[src/rtl/fir_out_requant.sv]
// Output stage after the 3-tap FIR: rounds/saturates the wide product-sum
// back to sample format, buffers results in a small FIFO, streams them out.
module fir_out_requant #(
  parameter int DATAWIDTH = 16,
  parameter int FRAC      = 8,
  parameter int DEPTH     = 4
) (
  input  logic                       clk,
  input  logic                       rst,
  input  logic                       in_valid,
  input  logic [2*DATAWIDTH-1:0]     in_data,
  output logic [DATAWIDTH-1:0]       out_data,
  output logic                       out_valid,
  input  logic                       out_ready,
  output logic [$clog2(DEPTH):0]     level,
  output logic                       sat_flag,
  output logic                       ovf_flag,
  input  logic                       clr_flags
);
  localparam int IW = 2 * DATAWIDTH;
  localparam int AW = $clog2(DEPTH);
  localparam logic signed [IW:0] RND  = {{(IW+1-FRAC){1'b0}}, 1'b1, {(FRAC-1){1'b0}}};
  localparam logic signed [IW:0] MAXV = {{(IW+2-DATAWIDTH){1'b0}}, {(DATAWIDTH-1){1'b1}}};
  localparam logic signed [IW:0] MINV = {{(IW+2-DATAWIDTH){1'b1}}, {(DATAWIDTH-1){1'b0}}};
  localparam logic [AW:0] FULL_LVL = (AW+1)'(DEPTH);

  // Stage 1: round-half-up and saturate, one guard bit so the add never wraps
  logic signed [IW:0]   sum_w, r_w;
  logic [DATAWIDTH-1:0] q_w;
  logic                 sat_w;

  always_comb begin
    sum_w = $signed({in_data[IW-1], in_data}) + RND;
    r_w   = sum_w >>> FRAC;
    sat_w = 1'b0;
    q_w   = r_w[DATAWIDTH-1:0];
    if (r_w > MAXV) begin
      sat_w = 1'b1;
      q_w   = {1'b0, {(DATAWIDTH-1){1'b1}}};
    end else if (r_w < MINV) begin
      sat_w = 1'b1;
      q_w   = {1'b1, {(DATAWIDTH-1){1'b0}}};
    end
  end

  logic                 s1_valid_q, s1_sat_q;
  logic [DATAWIDTH-1:0] s1_data_q;

  always_ff @(posedge clk or posedge rst) begin
    if (rst) begin
      s1_valid_q <= 1'b0;
      s1_sat_q   <= 1'b0;
      s1_data_q  <= '0;
    end else begin
      s1_valid_q <= in_valid;
      if (in_valid) begin
        s1_sat_q  <= sat_w;
        s1_data_q <= q_w;
      end
    end
  end

  // Stage 2: FIFO; a full FIFO still accepts when the head leaves on the same edge
  logic [DATAWIDTH-1:0] mem_q [DEPTH];
  logic [AW-1:0]        wr_ptr_q, rd_ptr_q;
  logic [AW:0]          level_q, level_d;
  logic                 sat_q, sat_d, ovf_q, ovf_d;
  logic                 full, empty, pop, push, drop;

  always_comb begin
    full    = (level_q == FULL_LVL);
    empty   = (level_q == '0);
    pop     = !empty && out_ready;
    push    = s1_valid_q && (!full || pop);
    drop    = s1_valid_q && full && !pop;
    level_d = level_q;
    if (push && !pop)      level_d = level_q + 1'b1;
    else if (pop && !push) level_d = level_q - 1'b1;
    sat_d = sat_q;
    ovf_d = ovf_q;
    if (clr_flags) begin
      sat_d = 1'b0;
      ovf_d = 1'b0;
    end
    if (s1_valid_q && s1_sat_q) sat_d = 1'b1;
    if (drop)                   ovf_d = 1'b1;
  end

  always_ff @(posedge clk) begin
    if (push) mem_q[wr_ptr_q] <= s1_data_q;
  end

  always_ff @(posedge clk or posedge rst) begin
    if (rst) begin
      wr_ptr_q <= '0;
      rd_ptr_q <= '0;
      level_q  <= '0;
      sat_q    <= 1'b0;
      ovf_q    <= 1'b0;
    end else begin
      if (push) wr_ptr_q <= wr_ptr_q + 1'b1;
      if (pop)  rd_ptr_q <= rd_ptr_q + 1'b1;
      level_q <= level_d;
      sat_q   <= sat_d;
      ovf_q   <= ovf_d;
    end
  end

  assign out_valid = !empty;
  assign out_data  = empty ? '0 : mem_q[rd_ptr_q];
  assign level     = level_q;
  assign sat_flag  = sat_q;
  assign ovf_flag  = ovf_q;
endmodule

[config.mk]
export PLATFORM = sky130hd
export DESIGN_NAME = fir_out_requant
export DESIGN_NICKNAME = d
export VERILOG_FILES = /design/src/rtl/fir_out_requant.sv
export SDC_FILE = /design/constraint.sdc
export NUM_CORES = 1
export LEC_CHECK = 0
export ABC_AREA = 1
export BUFFER_PORTS_ARGS = -buffer_cell sky130_fd_sc_hd__buf_2
export CAP_MARGIN = 20
export CORE_AREA = 2 2 112 114
export DETAILED_ROUTE_END_ITERATION = 8
export DIE_AREA = 0 0 114 116
export GPL_TIMING_DRIVEN = 0
export PLACE_DENSITY_LB_ADDON = 0.08
export SLEW_MARGIN = 10
export SYNTH_ARGS = -nofsm -noshare
export SYNTH_HDL_FRONTEND = slang
export SYNTH_SLANG_ARGS = --single-unit
[constraint.sdc]
create_clock -name clk -period 4 [get_ports clk]
set_input_delay 0.8 -clock clk [delete_from_list [all_inputs] [get_ports clk]]
set_output_delay 0.8 -clock clk [all_outputs]
set_load 0.02 [all_outputs]
==> metrics, run 1 <==
final hold vios 0; async set or reset register ratio after synthesis 0.297; die area 13200 um^2; share of cells above drive strength 1 0.217; #FFs+latches synth 91; clock root cell clkbuf_16; max cap viols 0; Worst EP arrival 2.47 ns; CTS-repair resized insts 0; pin count of the biggest net entering global routing 28; Synth cell types 34; # setup viols final 0; Initial Utilization 0.394; crit-path max cell delay 0.39 ns; multi-input logic area 1850 um^2; Rows 40; most frequent cells in the layout 107 x nor2_1, 84 x nand2_1, 64 x edfxtp_1; Crit path max-delay family buffers and inverters; chip height 116 um; total routed wirelength 10600 um; Syn-to-layout area delta 18.1%; Clock Skew 0.00757 ns; crit path max fanout 10; syn_area_per_cell 9.24 um^2; RSZ-0062 raised after global routing no; Net Sw Power 1.31 mW; starting DRC count in detailed routing 139; clk buf depth 2; Tot GR Track Use 0.171; DR WL/cell 14.6 um; vias in the first global route 3347; top-area cell type share of the netlist area 0.409; Startpoint Class register; setup_tns 0 ns; Sw Share 0.375; CTS buffer count 9; via count 3480; # diodes 0; Buf/Inv on CP 4; area leader, netlist edfxtp_1; slowest CP cell clkinv_1; Leak 2.24 nW; power per cell area 628 nW/um^2; power share of the sequential group 0.373; Slew headroom 0.579; Mapped Area 4690 um^2; TritonRoute pass-1 iters 4; Layout fillers 1189; core area 11900 um^2; Comb power frac 0.370; EDFF count, synth 64; CTS tree built; Mapped Cells 508; initial antenna violation count 0; commonest non-fill, non-tap cell in the layout nor2_1; dominant synthesized flop cell edfxtp_1; kind of critical path register to primary output; Nets 619; top cells by area, synth edfxtp_1 41%, dfrtp_1 14%, nor2_1 8.9%, nand2_1 6.7%, o21ai_0 4.6%; post-DR vias/cell 4.79; Clk network pwr share 0.257; Setup Fix Bufs, Post-CTS 0; DRC Markers 0; # clock sinks 91; Final Max Tran Viols 0; crit path cell chain clkbuf_1 > clkinv_1 > buf_1 > nor2_1 > o21ai_0 > a21oi_1 > buf_2; first-pass GRT wire length 17100 um; Slew @ Worst Pin 0.632 ns; GP Congestion 0.868; H-tree depth 3; period utilization 0.817; worst vdd ir 0.256 mV; post-DP HPWL 7910 um; Worst-path clk slew 0.06 ns; Reg area 2600 um^2; DIE WIDTH 114 um; fmax 0.306 GHz; Critical Path RT 3.20 ns; Seq/Total Area, Yosys 0.553; GR Overflow Total 0; cts hold-fix bufs 0; total nets after synthesis 552; Crit. End Element primary output; Detail Route Antenna Nets 0; IO buf count 51; final core utilization 0.465; status complete, no violations; Clock Latency Late Sink 0.34 ns; internal power 2.17 mW; IO Count 59; fin crit period 3.27 ns; Synth warnings 0; Hold Crit Class input pin to asynchronous set/reset pin
## synthesized netlist by cell type (all sizes together), types with 3 or more instances
| cell type | number |
|---|---|
| nor2 | 123 |
| nand2 | 98 |
| edfxtp | 64 |
| inv | 43 |
| o21ai | 43 |
| a21oi | 31 |
| dfrtp | 27 |
| nand3 | 24 |
| xor2 | 15 |
| clkbuf | 11 |
| ha | 6 |
| buf | 4 |
| nand4 | 3 |
| nor3 | 3 |
| xnor2 | 3 |
## power by group through the flow
| stage | combinational, mW | sequential [mW] | clock, mW |
|---|---|---|---|
| 4_1_cts | 1.30 | 1.30 | 0.907 |
| 3_3_place_gp | 1.24 | 1.32 | 0 |
| 2_1_floorplan | 0.817 | 1.32 | 0 |
| 6_report | 1.29 | 1.30 | 0.894 |
| 3_5_place_dp | 1.30 | 1.32 | 0 |
| 5_1_grt | 1.43 | 1.32 | 0.949 |
## per-stage QoR
stage          power [mW]  instances  setup slack, ns  hold slack (ns)  cell area [um^2]
2_1_floorplan        2.14        508             1.60            0.470              4690
3_3_place_gp         2.56        706            0.828            0.500              5130
3_5_place_dp         2.61        710             1.12            0.494              5200
4_1_cts              3.51        726            0.765            0.521              5520
5_1_grt              3.70        727            0.541            0.511              5540
6_report             3.48        727            0.730            0.470              5540
## registers in the layout (all words and copies together) (netlist names)
signal,flops
mem_q,64
s1_data_q,16
level,3
rd_ptr_q,2
wr_ptr_q,2
ovf_flag,1
s1_sat_q,1
s1_valid_q,1
sat_flag,1
## per-layer routing
metal / vias to the layer above / global-route usage / wire (um)
met1: 1595 / 0.219 / 5060
met4: 0 / 0.0553 / 139
met3: 10 / 0.0329 / 342
met5: - / 0 / 0
met2: 71 / 0.295 / 5110
li1: 1804 / - / -
## final cells by class
| type | count | area share |
|---|---|---|
| Sequential cell | 91 | 0.469 |
| Multi-Input combinational cell | 357 | 0.334 |
| Timing Repair Buffer | 56 | 0.0612 |
| Clock buffer | 9 | 0.0406 |
| Tap cell | 147 | 0.0332 |
| Inverter | 45 | 0.0305 |
| Clock inverter | 7 | 0.0165 |
| Buffer | 15 | 0.0151 |
## path summary, 6_finish.rpt
kind / start / endpoint / slack [ns] / cells past startpoint
worst min-delay path: rst / level[0] / 0.47 / 2
worst max register to register: level[0] / level[1] / 1.62 / 9
max in group asynchronous: rst / s1_data_q[8] / 3.08 / 3
worst min register to register: s1_sat_q / sat_flag / 0.52 / 2
worst max-delay path: rd_ptr_q[1] / out_data[8] / 0.73 / 7
min in group clk: s1_sat_q / sat_flag / 0.52 / 2
## logic make-up (layout without fill, tap and decap cells)
family                     count (synthesis)  after routing  synth area share
and+or+nand+nor                          255            255             0.245
DFF                                       91             91             0.553
AOI/OAI and AO/OA                         76             76            0.0920
buffers and inverters                     60            132            0.0538
xor gates and xnor gates                  18             18            0.0336
adders and majority gates                  7              7            0.0203
muxes                                      1              1           0.00240
(Power assumes the default switching activity.)
==> run 2: changes to the inputs <==
--- a/config.mk
+++ b/config.mk
@@ -5,12 +5,12 @@
 export SDC_FILE = /design/constraint.sdc
 export NUM_CORES = 1
 export LEC_CHECK = 0
-export ABC_AREA = 1
+export ABC_AREA = 0
 export BUFFER_PORTS_ARGS = -buffer_cell sky130_fd_sc_hd__buf_2
 export CAP_MARGIN = 20
-export CORE_AREA = 2 2 112 114
+export CORE_AREA = 2 2 108 110
 export DETAILED_ROUTE_END_ITERATION = 8
-export DIE_AREA = 0 0 114 116
+export DIE_AREA = 0 0 110 112
 export GPL_TIMING_DRIVEN = 0
 export PLACE_DENSITY_LB_ADDON = 0.08
 export SLEW_MARGIN = 10
==> constraint.sdc (replaced) <==
create_clock -name clk -period 3.1 [get_ports clk]
set_input_delay 0.62 -clock clk [delete_from_list [all_inputs] [get_ports clk]]
set_output_delay 0.62 -clock clk [all_outputs]
set_load 0.02 [all_outputs]
==> run 2 against run 1 <==
Compared with the run above:
- utilization shrank 0.79 points
- global-route usage shrank 2.0 points
- via count shrank 20%
- non-clock buffer count shrank 3
- register-to-register slack lost 0.91 ns
- sequential cell count is the same
- sequential power grew 30%
- setup slack lost 0.49 ns
- die area shrank 6.8%
- hold slack lost 0.19 ns
- critical path depth shrank 2
- design area shrank 7.8%
- critical path type unchanged
==> metrics, run 2 <==
status complete, no violations; EDFF count, synth 64; final hold vios 0; most frequent cell after synthesis edfxtp_1; max FFs per register 64; #FFs+latches synth 91; core area 11200 um^2; Detail Route Antenna Nets 0; reg2reg setup slack 0.71 ns; Layout fillers 1016; clock root cell clkbuf_16; Sw Share 0.322; top-area cell type share of the netlist area 0.437; IO Count 59; Clock Latency Late Sink 0.34 ns; Clk network pwr share 0.237; Nets 437; Post-DP Area 4830 um^2; Setup Fix Bufs, Post-CTS 0; via count 2789; Slew @ Worst Pin 0.829 ns; final hold slack 0.281 ns; first-pass GRT wire length 13900 um; # diodes 0; period utilization 0.922; Post-Synth XOR/XNOR Area 0.0399; setup_tns 0 ns; post-synthesis simple-gate area fraction 0.163; Rows 39; GP Congestion 0.843; Hold Crit Class input pin to asynchronous set/reset pin; Worst-path clk slew 0.06 ns; placed cells 524; CTS tree built; GR Overflow Total 0; Initial Utilization 0.393; Synth Area in Adders 0.0216; Critical Path RT 2.48 ns; Crit. End Element primary output; Compound-Gate Fraction of Synth Area 0.0629; Seq/Total Area, Yosys 0.591; Slew headroom 0.448; Clock Skew 0.00677 ns; Comb power frac 0.341; Tot GR Track Use 0.152; CTS buffer count 9; largest family of logic cells by synthesized area simple AND/OR/NAND/NOR gates; power per cell area 783 nW/um^2; worst vdd ir 0.337 mV; pin count of the biggest net entering global routing 28; chip height 112 um; TritonRoute pass-1 iters 4; Synth warnings 0; Power, Total 4.01 mW; starting DRC count in detailed routing 187; post-synthesis mux area share 0.0920; most frequent cells in the layout 64 x edfxtp_1, 54 x buf_2, 41 x nand3_1; routed wl met3 349 um; IO buf count 51; max cap viols 0; Startpoint Class register; Net Sw Power 1.29 mW; Reg area 2600 um^2; dominant synthesized flop cell edfxtp_1; post-DP HPWL 6150 um; crit path max fanout 10; fin crit period 2.86 ns; power share of the sequential group 0.421; Worst EP arrival 2.24 ns; H-tree depth 3; wl on met1 3980 um; total nets after synthesis 374; area leader, netlist edfxtp_1; syn_area_per_cell 13.3 um^2; Syn-to-layout area delta 16.3%; total routed wirelength 8600 um; top routing layer used met4; post-DR vias/cell 5.16; multi-input logic area 1670 um^2; die area 12300 um^2; cts hold-fix bufs 0; initial antenna violation count 0; final cell count without fillers 541; DRC Markers 0; share of cells above drive strength 1 0.241; Mapped Cells 330; Synth cell types 44; clk buf depth 2; wire length on met2 4100 um; Leak 1.90 nW; commonest non-fill, non-tap cell in the layout edfxtp_1; final instance area 5110 um^2; Most flops, register mem_q; DR WL/cell 15.9 um; RSZ-0062 raised after global routing no; Post-synth top cells 64 x edfxtp_1, 41 x nand3_1, 27 x dfrtp_1, 21 x and2_1, 18 x nand2_1; DIE WIDTH 110 um; # clock sinks 91; Final Max Tran Viols 0; internal power 2.71 mW; kind of critical path register to primary output; fmax 0.350 GHz; async set or reset register ratio after synthesis 0.297; # setup viols final 0; Mapped Area 4390 um^2; top cells by area, synth edfxtp_1 44%, dfrtp_1 15%, mux4_2 8.2%, nand3_1 4.7%, and2_1 3.0%; CTS-repair resized insts 0; vias in the first global route 2612
run 2: cell count changes after synthesis, moves of 9 or more:
cell,delta
a21oi_1,-19
a21oi_2,-9
a31oi_1,+11
and2_1,+19
inv_1,-24
mux4_2,+16
nand2_1,-66
nand2_2,-12
nand3_1,+21
nor2_1,-98
nor2b_1,+10
o21ai_0,-37
xnor2_1,+11
xor2_1,-9
run 2: cell families (layout without fill, tap and decap cells):
group | Yosys count | count (layout)
adder cells (fa/ha/maj) | 7 | 7
AND/OR/NAND/NOR | 128 | 128
XOR/XNOR | 20 | 20
AO/OA/AOI/OAI | 34 | 34
multiplexers | 20 | 20
flip-flops | 91 | 91
buffers and inverters | 30 | 98
run 2: power by group through the flow:
stage / Sequential (mW) / Combinational (mW) / Clock (mW)
final: 1.69 / 1.37 / 0.951
after global placement: 1.70 / 1.39 / 0
after global routing: 1.71 / 1.52 / 1.02
after floorplan: 1.71 / 0.974 / 0
after CTS: 1.69 / 1.40 / 0.977
after detailed placement: 1.71 / 1.40 / 0
run 2: path summary, 6_finish.rpt:
kind	from	endpoint	depth (start not counted)
min reg2reg	s1_valid_q	ovf_flag	2
max reg2reg	level[2]	level[2]	9
min	rst	level[2]	2
min in group clk	clr_flags	ovf_flag	2
max	rd_ptr_q[0]	out_data[14]	5
max in group asynchronous	rst	s1_data_q[13]	3
run 2: routing by layer:
| layer | vias up | track usage |
|---|---|---|
| li1 | 1377 | - |
| met1 | 1338 | 0.209 |
| met2 | 63 | 0.237 |
| met3 | 11 | 0.0246 |
| met4 | 0 | 0.0633 |
| met5 | - | 0 |
run 2: per-stage QoR:
stage | utilization | setup WS (ns)
floorplan | - | 0.788
global placement | 0.432 | 0.365
detailed placement | 0.432 | 0.366
CTS | 0.455 | 0.0399
global route | 0.458 | 0.0860
finish | 0.458 | 0.242
run 2: final cells by class:
| cell class | count | share of cell area |
|---|---|---|
| Multi-Input combinational cell | 209 | 0.326 |
| Tap cell | 143 | 0.0350 |
| Buffer | 16 | 0.0157 |
| Timing Repair Buffer | 52 | 0.0553 |
| Clock buffer | 13 | 0.0470 |
| Inverter | 14 | 0.0103 |
| Sequential cell | 91 | 0.508 |
| Clock inverter | 3 | 0.00294 |
run 2: worst max-delay path, cell delays in order, from the launching register on:
cell and delay, ns:
dfrtp_1 0.31, buf_2 0.31, buf_2 0.40, mux4_2 0.56
and2_1 0.17, buf_2 0.15
==> run 3: changes to the inputs <==
--- a/config.mk
+++ b/config.mk
@@ -8,9 +8,9 @@
 export ABC_AREA = 0
 export BUFFER_PORTS_ARGS = -buffer_cell sky130_fd_sc_hd__buf_2
 export CAP_MARGIN = 20
-export CORE_AREA = 2 2 108 110
+export CORE_AREA = 2 2 116 118
 export DETAILED_ROUTE_END_ITERATION = 8
-export DIE_AREA = 0 0 110 112
+export DIE_AREA = 0 0 118 120
 export GPL_TIMING_DRIVEN = 0
 export PLACE_DENSITY_LB_ADDON = 0.08
 export SLEW_MARGIN = 10
==> run 3 against run 2 <==
Compared with the run above:
- die area rose by 15%
- register-to-register slack worse by 0.02 ns
- design area increased by 1.2%
- fmax decreased by 0.28%
- sequential power about the same
- utilization fell by 5.9 points
- global-route usage decreased by 0.97 points
- sequential cell count unchanged
- cell count is 5.9% higher
- count of clock-buffer cells in the layout decreased by 1
- hold slack lost 0.078 ns
- critical path type unchanged
- largest cell class unchanged
==> metrics, run 3 (synthesis results as in run 2) <==
met2 usage 0.241; Most flops, register mem_q; die area 14200 um^2; post-DP HPWL 6740 um; power per cell area 793 nW/um^2; routing usage on met3 0.0257; DRC Markers 0; Initial Utilization 0.339; Final Max Tran Viols 0; clk buf depth 2; Crit. End Element primary output; internal power 2.79 mW; Syn-to-layout area delta 17.8%; total routed wirelength 9250 um; period utilization 0.925; kind of critical path register to primary output; IO buf count 51; grt peak-use layer met2; worst vdd ir 0.246 mV; Hold Crit Class input pin to asynchronous set/reset pin; Startpoint Class register; status complete, no violations; DIE WIDTH 118 um; via count 2817; Post-DP Area 4870 um^2; share of cells above drive strength 1 0.247; final instance area 5170 um^2; Clock Skew 0.00482 ns; Power, Total 4.10 mW; Slew @ Worst Pin 0.869 ns; final core utilization 0.399; crit path max fanout 10; pin count of the biggest net entering global routing 28; max cap viols 0; RSZ-0062 raised after global routing no; Slew headroom 0.421; met1 Track Usage GR 0.182; H-tree depth 3; Net Sw Power 1.31 mW; TritonRoute pass-1 iters 4; Critical Path RT 2.48 ns; Layout fillers 1275; most frequent cells in the layout 64 x edfxtp_1, 54 x buf_2, 41 x nand3_1; Detail Route Antenna Nets 0; IO Count 59; Clk network pwr share 0.250; DR WL/cell 16.1 um; commonest non-fill, non-tap cell in the layout edfxtp_1; power share of the sequential group 0.412; # setup viols final 0; core area 13000 um^2; chip height 120 um; fin crit period 2.87 ns; Worst EP arrival 2.25 ns; final hold vios 0; Setup Fix Bufs, Post-CTS 0; Leak 1.91 nW; Tot GR Track Use 0.142; Comb power frac 0.338; max FFs per register 64; Rows 42; clock root cell clkbuf_16; Clock Latency Late Sink 0.33 ns; # diodes 0; initial antenna violation count 0; Nets 437; GR Overflow Total 0; Sw Share 0.319; starting DRC count in detailed routing 170; fmax 0.349 GHz; GP Congestion 0.807; first-pass GRT wire length 15300 um; post-DR vias/cell 4.92; CTS buffer count 9; CTS tree built; # clock sinks 91; setup_tns 0 ns; Worst-path clk slew 0.06 ns; vias in the first global route 2803
-- run 3: path summary, 6_finish.rpt --
| path | from | endpoint | slack, ns | cells after the start |
|---|---|---|---|---|
| min in group clk | in_valid | s1_valid_q | 0.48 | 1 |
| max in group asynchronous | rst | s1_data_q[14] | 2.51 | 3 |
| max | rd_ptr_q[0] | out_data[9] | 0.23 | 5 |
| min reg2reg | level[2] | level[2] | 0.50 | 1 |
| min | rst | sat_flag | 0.20 | 2 |
| max reg2reg | level[1] | level[2] | 0.69 | 9 |
-- run 3: metrics by stage --
stage                     hold slack, ns  setup WS (ns)  instances
after detailed placement           0.490          0.335        557
after global placement             0.490          0.369        557
after CTS                          0.468        0.00503        572
final                              0.204          0.234        573
after global routing               0.209         0.0359        573
after floorplan                    0.454          0.788        330
-- run 3: critical path, stage by stage (launching register included) --
cell and delay, ns:
dfrtp_1 0.31, buf_2 0.30, buf_2 0.40, mux4_2 0.58, and2_1 0.17, buf_2 0.15
-- run 3: layer usage --
metal,part of all wire,vias to the layer above
met5,0,-
li1,-,1369
met4,0.017,0
met2,0.50,68
met3,0.040,11
met1,0.45,1369
-- run 3: cell type report --
class / count / area [um^2] / share of cell area
Timing Repair Buffer: 52 / 283 / 0.0546
Tap cell: 176 / 220 / 0.0426
Inverter: 14 / 52.6 / 0.0102
Sequential cell: 91 / 2600 / 0.502
Clock buffer: 12 / 236 / 0.0457
Clock inverter: 3 / 40.0 / 0.00774
Multi-Input combinational cell: 209 / 1670 / 0.322
Buffer: 16 / 80.1 / 0.0155
-- run 3: timing repair --
| item | CTS | global route |
|---|---|---|
| gates resized for setup | 0 | 2 |
| hold buffers | 0 | 0 |
| endpoints found under the setup margin | 0 | 9 |
-- run 3: power groups by stage --
stage | Sequential (mW) | Combinational, mW | Clock (mW)
after floorplan | 1.71 | 0.974 | 0
after global placement | 1.71 | 1.42 | 0
after detailed placement | 1.72 | 1.42 | 0
after CTS | 1.69 | 1.43 | 1.05
after global routing | 1.72 | 1.54 | 1.11
final | 1.69 | 1.39 | 1.02
